==> src/rtl/cpu_types_pkg.sv <==
// Shared CPU types: pipeline controller FSM state, register address type,
// per-latch control pair and the hazard rule that won in a given cycle.
package cpu_types_pkg;

    localparam int REGADDR_W_DFLT = 5;

    typedef logic [REGADDR_W_DFLT-1:0] regaddr_t;

    typedef enum logic [1:0] {
        RUN    = 2'd0,
        DWAIT  = 2'd1,
        HALTED = 2'd2
    } ctrl_state_t;

    typedef struct packed {
        logic en;
        logic flush;
    } pipe_ctrl_t;

    // Which priority rule is in effect this cycle; reset and the halted
    // state are folded in so one decode drives every output.
    typedef enum logic [3:0] {
        R_RESET  = 4'd0,
        R_HALTED = 4'd1,
        R_HALT   = 4'd2,
        R_DWAIT  = 4'd3,
        R_REDIR  = 4'd4,
        R_LU     = 4'd5,
        R_IMISS  = 4'd6,
        R_SQUASH = 4'd7,
        R_RUN    = 4'd8
    } ctrl_rule_t;

endpackage

==> src/rtl/hazard_detect.sv <==
// Load-use hazard detection: the EX-stage load writes a register the
// ID-stage instruction reads. Register 0 never creates a dependency.
module hazard_detect #(
    parameter int REGADDR_W = 5
) (
    input  logic                 ex_memread,
    input  logic [REGADDR_W-1:0] ex_rt,
    input  logic [REGADDR_W-1:0] id_rs,
    input  logic [REGADDR_W-1:0] id_rt,
    output logic                 lu
);

    // Pure combinational compare, shared with the forwarding unit
    always_comb begin
        lu = ex_memread && (ex_rt != '0) && ((ex_rt == id_rs) || (ex_rt == id_rt));
    end

endmodule

==> src/rtl/pipeline_ctrl.sv <==
// Hazard and sequencing controller for the 5-stage pipeline.
// Controls are combinational from registered state plus current inputs.
// Optional performance counters: define PIPELINE_CTRL_PERF_EN.
module pipeline_ctrl
    import cpu_types_pkg::*;
#(
    parameter int REGADDR_W = 5,
    parameter int CNT_W     = 32
) (
    input  logic                 CLK,
    input  logic                 RST,
    input  logic                 ihit,
    input  logic                 dhit,
    input  logic                 mem_dmemren,
    input  logic                 mem_dmemwen,
    input  logic [REGADDR_W-1:0] id_rs,
    input  logic [REGADDR_W-1:0] id_rt,
    input  logic                 ex_memread,
    input  logic [REGADDR_W-1:0] ex_rt,
    input  logic                 ex_redirect,
    input  logic                 wb_halt,
    output logic                 pc_en,
    output logic                 ifid_en,
    output logic                 ifid_flush,
    output logic                 idex_en,
    output logic                 idex_flush,
    output logic                 exmem_en,
    output logic                 exmem_flush,
    output logic                 memwb_en,
    output logic                 memwb_flush,
    output logic                 halted,
    output logic [CNT_W-1:0]     cnt_lu,
    output logic [CNT_W-1:0]     cnt_dwait,
    output logic [CNT_W-1:0]     cnt_istall,
    output logic [CNT_W-1:0]     cnt_redirect
);

    ctrl_state_t state;
    logic        squash_pend;
    logic        lu;
    logic        dreq;
    ctrl_rule_t  rule;
    logic        pc_go;
    pipe_ctrl_t  ifid, idex, exmem, memwb;

    hazard_detect #(.REGADDR_W(REGADDR_W)) u_hazard (
        .ex_memread (ex_memread),
        .ex_rt      (ex_rt),
        .id_rs      (id_rs),
        .id_rt      (id_rt),
        .lu         (lu)
    );

    assign dreq = mem_dmemren | mem_dmemwen;

    // Fixed-priority rule select; DWAIT falls through to the RUN rules once dhit arrives
    always_comb begin
        rule = R_RUN;
        if (RST)                     rule = R_RESET;
        else if (state == HALTED)    rule = R_HALTED;
        else if (wb_halt)            rule = R_HALT;
        else if (dreq && !dhit)      rule = R_DWAIT;
        else if (ex_redirect)        rule = R_REDIR;
        else if (lu)                 rule = R_LU;
        else if (!ihit)              rule = R_IMISS;
        else if (squash_pend)        rule = R_SQUASH;
        else                         rule = R_RUN;
    end

    // Decode the winning rule into per-latch enable/flush pairs
    always_comb begin
        pc_go = 1'b0;
        ifid  = '{en: 1'b0, flush: 1'b0};
        idex  = '{en: 1'b0, flush: 1'b0};
        exmem = '{en: 1'b0, flush: 1'b0};
        memwb = '{en: 1'b0, flush: 1'b0};
        unique case (rule)
            R_RESET: begin
                ifid.flush  = 1'b1;
                idex.flush  = 1'b1;
                exmem.flush = 1'b1;
                memwb.flush = 1'b1;
            end
            R_HALTED, R_HALT: ;
            R_DWAIT: begin
                // Bubble into WB so the frozen MEM instruction is not written back twice
                memwb.flush = 1'b1;
            end
            R_REDIR: begin
                pc_go       = 1'b1;
                ifid.flush  = 1'b1;
                idex.flush  = 1'b1;
                exmem.en    = 1'b1;
                memwb.en    = 1'b1;
            end
            R_LU: begin
                idex.flush  = 1'b1;
                exmem.en    = 1'b1;
                memwb.en    = 1'b1;
            end
            R_IMISS, R_SQUASH: begin
                ifid.flush  = 1'b1;
                idex.en     = 1'b1;
                exmem.en    = 1'b1;
                memwb.en    = 1'b1;
            end
            default: begin
                pc_go       = 1'b1;
                ifid.en     = 1'b1;
                idex.en     = 1'b1;
                exmem.en    = 1'b1;
                memwb.en    = 1'b1;
            end
        endcase
    end

    // Flush dominates enable at every latch
    assign pc_en       = pc_go;
    assign ifid_en     = ifid.en  & ~ifid.flush;
    assign ifid_flush  = ifid.flush;
    assign idex_en     = idex.en  & ~idex.flush;
    assign idex_flush  = idex.flush;
    assign exmem_en    = exmem.en & ~exmem.flush;
    assign exmem_flush = exmem.flush;
    assign memwb_en    = memwb.en & ~memwb.flush;
    assign memwb_flush = memwb.flush;
    assign halted      = (state == HALTED) && !RST;

    // Controller FSM and wrong-path fetch tracking
    always_ff @(posedge CLK) begin
        if (RST) begin
            state       <= RUN;
            squash_pend <= 1'b0;
        end else begin
            unique case (rule)
                R_HALT:   state <= HALTED;
                R_DWAIT:  state <= DWAIT;
                R_REDIR: begin
                    state <= RUN;
                    // Only one fetch is ever outstanding, so a pending squash stays pending
                    squash_pend <= squash_pend | ~ihit;
                end
                R_SQUASH: begin
                    state       <= RUN;
                    squash_pend <= 1'b0;
                end
                R_LU, R_IMISS, R_RUN: state <= RUN;
                default: ;
            endcase
        end
    end

`ifdef PIPELINE_CTRL_PERF_EN
    logic [CNT_W-1:0] c_lu, c_dwait, c_istall, c_redirect;

    // Saturating event counters, one increment per cycle the rule fires
    always_ff @(posedge CLK) begin
        if (RST) begin
            c_lu       <= '0;
            c_dwait    <= '0;
            c_istall   <= '0;
            c_redirect <= '0;
        end else begin
            if (rule == R_LU && !(&c_lu))
                c_lu <= c_lu + CNT_W'(1);
            if (rule == R_DWAIT && !(&c_dwait))
                c_dwait <= c_dwait + CNT_W'(1);
            if ((rule == R_IMISS || rule == R_SQUASH) && !(&c_istall))
                c_istall <= c_istall + CNT_W'(1);
            if (rule == R_REDIR && !(&c_redirect))
                c_redirect <= c_redirect + CNT_W'(1);
        end
    end

    assign cnt_lu       = c_lu;
    assign cnt_dwait    = c_dwait;
    assign cnt_istall   = c_istall;
    assign cnt_redirect = c_redirect;
`else
    assign cnt_lu       = '0;
    assign cnt_dwait    = '0;
    assign cnt_istall   = '0;
    assign cnt_redirect = '0;
`endif

endmodule

==> config.mk <==
export PLATFORM = sky130hd
export DESIGN_NAME = pipeline_ctrl
export DESIGN_NICKNAME = d
export VERILOG_FILES = /design/src/rtl/cpu_types_pkg.sv /design/src/rtl/hazard_detect.sv /design/src/rtl/pipeline_ctrl.sv
export SDC_FILE = /design/constraint.sdc
export NUM_CORES = 1
export LEC_CHECK = 0
export CORE_MARGIN = 1
export CORE_UTILIZATION = 30
export CTS_CLUSTER_DIAMETER = 30
export DETAILED_ROUTE_END_ITERATION = 16
export PLACE_DENSITY = 0.89
export SYNTH_ARGS = -nofsm -noshare
export SYNTH_HDL_FRONTEND = slang
export SYNTH_SLANG_ARGS = --single-unit
==> constraint.sdc <==
create_clock -name CLK -period 4.4 [get_ports CLK]
set_input_delay 0.88 -clock CLK [delete_from_list [all_inputs] [get_ports CLK]]
set_output_delay 0.88 -clock CLK [all_outputs]
set_load 0.01 [all_outputs]
==> impl_metrics.py <==
metrics = {
    "setup_path": {
        "crit_fanout": 3,
        "r2r_slack_ns": 3.20,
        "end_kind": "output pin",
        "rr_startpoint": "state[0]",
        "start_kind": "input port",
        "crit_start": "ex_rt[1]",
        "endpoint": "ifid_en",
        "worstPathArrival_ns": 3.11,
        "crit_path_frequent_cell": "clkdlybuf4s50_1",
        "reg2regPathDepth": 4,
        "path_cells": "clkdlybuf4s50_1 > or4_4 > o21a_1 > a2111oi_2 > clkdlybuf4s50_1",
        "max_stage_delay_ns": 0.60,
        "worstReg2RegEnd": "squash_pend",
        "critical_path_required_ns": 3.52,
        "slowest_stage": "clkdlybuf4s50_1",
        "critPathKind": "in -> out",
    },
    "routing": {
        "drcViolationCount": 0,
        "wl_per_cell_microns": 7.700,
        "ant_nets": 0,
        "drtIter0Drc": 7,
        "wirelength_microns": 2079,
        "via_count": 852,
        "viasPerCell": 3.156,
        "detail_route.first_pass.iterations": 4,
    },
    "pwr": {
        "power_frac_comb_pct": 50.7,
        "total_leakage_power_nw": 0.7089,
        "vdd_drop_max_uv": 217.6,
        "intPower_w": 0.0001289,
        "p_per_area_mw_per_mm2": 171.6,
        "p_sw_w": 0.00009655,
        "pwr-share-seq_pct": 12.9,
        "finalPower_w": 0.0002255,
        "clkPwrFrac_pct": 36.4,
        "switching_share_pct": 42.82,
    },
    "clock_network": {
        "cts.sinks": 3,
        "clkLatencyLatePin_ns": 0.22,
        "postCtsSetupRepairBufs": 0,
        "numCtsBuffers": 3,
        "cts_tree": "yes",
        "clk_pin_slew_ns": 0.03,
        "clockBufferDepth": 2,
        "cts_hold_buffers": 0,
        "cts_resized": 0,
        "cts-root-buf": "clkbuf_8",
        "htreeDepth": 1,
    },
    "placement": {
        "dp.cells": 266,
        "port_buffers": 33,
        "gp_congestion": 0.7961,
        "place_area_sq_mm": 0.001269,
        "dp_hpwl_microns": 1820,
    },
    "synth": {
        "synth_compound_area_share_pct": 8.791,
        "synth_top_area_share_pct": 70.33,
        "synthTopCellsByCount": "buf_4, xnor2_1, nor2_1",
        "synth_edf_count": 0,
        "synthSimpleGateAreaFrac_pct": 8.059,
        "synth.area.top_cells": "buf_4, xnor2_1, dfxtp_1",
        "synthMuxAreaShare_pct": 0,
        "yosysWarnings": 0,
        "synth-xor-area-share_pct": 6.410,
        "ys_seq_elements": 3,
        "synthFlopType": "dfxtp_1",
        "synth_cell_types": 29,
        "synth-adder-area-share_pct": 0,
        "seq_area_frac_synth_pct": 4.396,
        "synth.avg_cell_area_sq_um": 7.426,
        "syn_area_sq_mm": 0.001366,
        "synthArstFlopShare_pct": 0,
        "synth_cells": 184,
        "synth_top_family_by_area": "buffers and inverters",
        "synth.most_common_cell": "buf_4",
        "yosys.area.top_type": "buf_4",
    },
    "finish": {
        "antenna-diode-count": 0,
        "utilization_pct": 30.17,
        "fillCellCount": 476,
        "area_growth_pct": -3.846,
        "layout.nets": 243,
        "final-instance-count-excl-fill": 270,
        "final_area_sq_mm": 0.001314,
        "area.sequential_sq_um": 60.06,
        "multi_input_area_sq_um": 798.3,
        "drive_above_1_share_pct": 3.670,
    },
    "min_path": {
        "hold_path_depth": 3,
        "hp-start": "state[0]",
        "hp-class": "reg -> reg",
    },
    "outcome": {
        "status": "finished clean",
    },
    "sta": {
        "clock_skew_ns": 0.003962,
        "worst_pin_slew_ns": 0.5447,
        "fin_crit_sh_pct": 90.60,
        "fmax_mhz": 250.9,
        "slew_viol_final": 0,
        "fin_crit_ns": 3.986,
        "tns_ns": 0,
        "slew_headroom_pct": 63.69,
        "setup_viol": 0,
        "hold_viol": 0,
        "rsz0062_at_grt": "false",
    },
    "run": {
        "max_cap_viol_count": 0,
    },
    "grt": {
        "grt_pass1_vias": 619,
        "grt_antenna_before_repair": 0,
        "grt_max_degree": 12,
        "grt_pass1_wl_microns": 2884,
        "gr-usage-all-layers_pct": 7.535,
        "overflow": 0,
    },
    "floorplan": {
        "start_util_pct": 31.38,
        "dieArea_sq_mm": 0.004828,
        "std_cell_rows": 24,
        "die_w_microns": 69.49,
        "core-area_sq_mm": 0.004354,
        "die_h_microns": 69.49,
        "io_pins": 162,
    },
}
per-layer routing:
metal  share of wire (%)  track usage [%]
met5                   0                0
met1                  32            7.067
met4                 1.2            4.082
met2                  57            15.64
met3                  10           0.5814
kinds of logic after synthesis:
group,Yosys count
buf+inv,134
simple gates,21
compound gates,15
xor+xnor,10
flops,3
other cells,1
worst max-delay path: cells and delay by family:
family                 cells  cell delay [ns]
and+or+nand+nor            1             0.56
AOI/OAI and AO/OA          2             0.59
buffers and inverters      2             1.07
power groups by stage:
stage                     registers (W)  clock network [W]  logic [W]
final                         0.0000292          0.0000820   0.000114
after global routing          0.0000293          0.0000882   0.000125
after CTS                     0.0000291          0.0000851   0.000113
after detailed placement      0.0000295                  0   0.000112
after global placement        0.0000294                  0   0.000111
after floorplan               0.0000294                  0   0.000158
placed cells by master (no fill, tap or decap), types with 2 or more instances in the layout:
master / n
conb_1: 128
clkdlybuf4s50_1: 33
xnor2_1: 10
nor2_1: 6
inv_1: 4
nand3_1: 3
clkbuf_8: 3
dfxtp_1: 3
nor2b_1: 2
nand2b_1: 2
nand2_1: 2
a211oi_1: 2
nor3_1: 2
a21oi_1: 2
a41oi_1: 2
worst min-delay path by stage:
stage                     to
global route        state[1]
CTS                 state[1]
finish              state[1]
global placement    state[1]
detailed placement  state[1]
floorplan           state[1]
state kept, by name (all words and copies together) (netlist names):
signal,flops
squash_pend,1
state,2
stage by stage:
stage,hold WS (ns),worst slack (ns)
2_1_floorplan,0.5032,1.457
3_3_place_gp,0.5155,0.4049
3_5_place_dp,0.5228,0.4191
4_1_cts,0.5242,0.4032
5_1_grt,0.5456,0.3107
6_report,0.5260,0.4138
area by class of cell:
type                       instances  share of cell area (%)
multi-input combinational        174                   60.76
clock buffer                       4                   3.429
sequential                         3                   4.571
inverter                           4                   1.143
tap                               52                   4.952
timing repair buffer              33                   25.14
Power figures use the tool's default switching activity.
==> RTL edit, RTL diff (same flow settings) <==
The 3 states of `ctrl_state_t` get a one-hot encoding in 3 bits.
--- a/src/rtl/cpu_types_pkg.sv
+++ b/src/rtl/cpu_types_pkg.sv
@@ -6,10 +6,10 @@
 
     typedef logic [REGADDR_W_DFLT-1:0] regaddr_t;
 
-    typedef enum logic [1:0] {
-        RUN    = 2'd0,
-        DWAIT  = 2'd1,
-        HALTED = 2'd2
+    typedef enum logic [2:0] {
+        RUN    = 3'b001,
+        DWAIT  = 3'b010,
+        HALTED = 3'b100
     } ctrl_state_t;
 
     typedef struct packed {
Formal check against the unedited RTL: same outputs for any inputs over 10 cycles, from zero or initial values and one cycle with RST high; not proved beyond that.
==> RTL edit against the unedited design <==
Total power grew 0.41%. Count of clock-buffer cells in the layout decreased by 1. Worst hold slack gained 43 ps. Wire length is 14% lower. Critical path type unchanged. Final area is 2.4% lower. Setup slack better by 91 ps. Sequential cell count grew 1. Sequential share of layout area is 1.7 points higher. Area after synthesis fell by 0.27%. Register-to-register slack lost 250 ps. Combinational power shrank 5%.
==> RTL edit: results (changes against the unedited design) <==
peakVddDrop_uv: 49.80  # -77%
first_global_vias: 573  # -7.4%
comb_power_share_pct: 47.8  # -2.9 points
synth.distinct_cells: 28  # -3.4%
dp_slack_ps: 465.8  # +46.69 ps
hold-worst-slack_ps: 568.9  # +42.94 ps
drtIter0Drc: 5  # -2
grtUsageTotal_pct: 6.441  # -1.1 points
fin_nets: 236  # -2.9%
grt_use_met1_pct: 4.779  # -2.3 points
dr_wl_met2_um: 1029  # -13%
reg2reg_slack_ps: 2950  # -250 ps
synthXorXnorAreaFrac_pct: 6.428  # +0.018 points
cellLeakagePower_nw: 0.7090  # about the same
hp-start: "squash_pend$_SDFFE_PP0P_"
met2_usage_pct: 12.94  # -2.7 points
dr_wl_met3_um: 284  # +31%
r2r-start: "state[2]$_SDFFE_PP0P_"
finalCriticalPeriod_ps: 3895  # -91.01 ps
finClkSkew_ps: 3.909  # -0.05229 ps
tightest_slew_ps: 511.2  # -33.45 ps
grt_max_degree: 11  # -1
r2r_cells: 3  # -1
power_sequential_mw: 0.0392  # +34%
p_sw_share_pct: 40.80  # -2.0 points
status: "completed"
cp_data_arrival_time_ps: 3020  # -90 ps
place_hpwl_um: 1672  # -8.1%
gr-usage-met3_pct: 1.890  # +1.3 points
reg_top3: "state x3, squash_pend x1"
dp_cells: 259  # -2.6%
place_area_um2: 1241  # -2.2%
wl_per_cell_um: 6.821  # -11%
yosysSeqAreaShare_pct: 5.877  # +1.5 points
synthTopCellsByArea: "buf_4, dfxtp_1, xor2_1"
drt_wl_total_um: 1787  # -14%
grt_pass1_wl_um: 2332  # -19%
RTL edit: changes by cell type after synthesis, sizes merged, moves of 2 or more:
cell / delta
xnor2: -6
xor2: +6
a211oi: -2
a41oi: -2
nand2b: -2
nor2: -2
RTL edit: logic make-up (layout without fill, tap and decap cells):
| family | count (synthesis) | in the layout |
|---|---|---|
| AND/OR/NAND/NOR | 19 | 19 |
| XOR/XNOR | 10 | 10 |
| flip-flops | 4 | 4 |
| AO/OA/AOI/OAI | 9 | 9 |
| buffers and inverters | 135 | 40 |
| other | 1 | 128 |
RTL edit: cell type report:
| class | count | area, µm² |
|---|---|---|
| sequential | 4 | 80.08 |
| tap | 52 | 65.06 |
| timing repair buffer | 33 | 330.3 |
| fill | 472 | 3072 |
| clock buffer | 3 | 41.29 |
| inverter | 4 | 15.01 |
| multi-input combinational | 166 | 750.7 |
RTL edit: tightest hold or removal path, cell delays in order, from the launching register on:
cell	delay [ps]
dfxtp_1	310
inv_1	50
o32ai_1	60
o41a_1	100
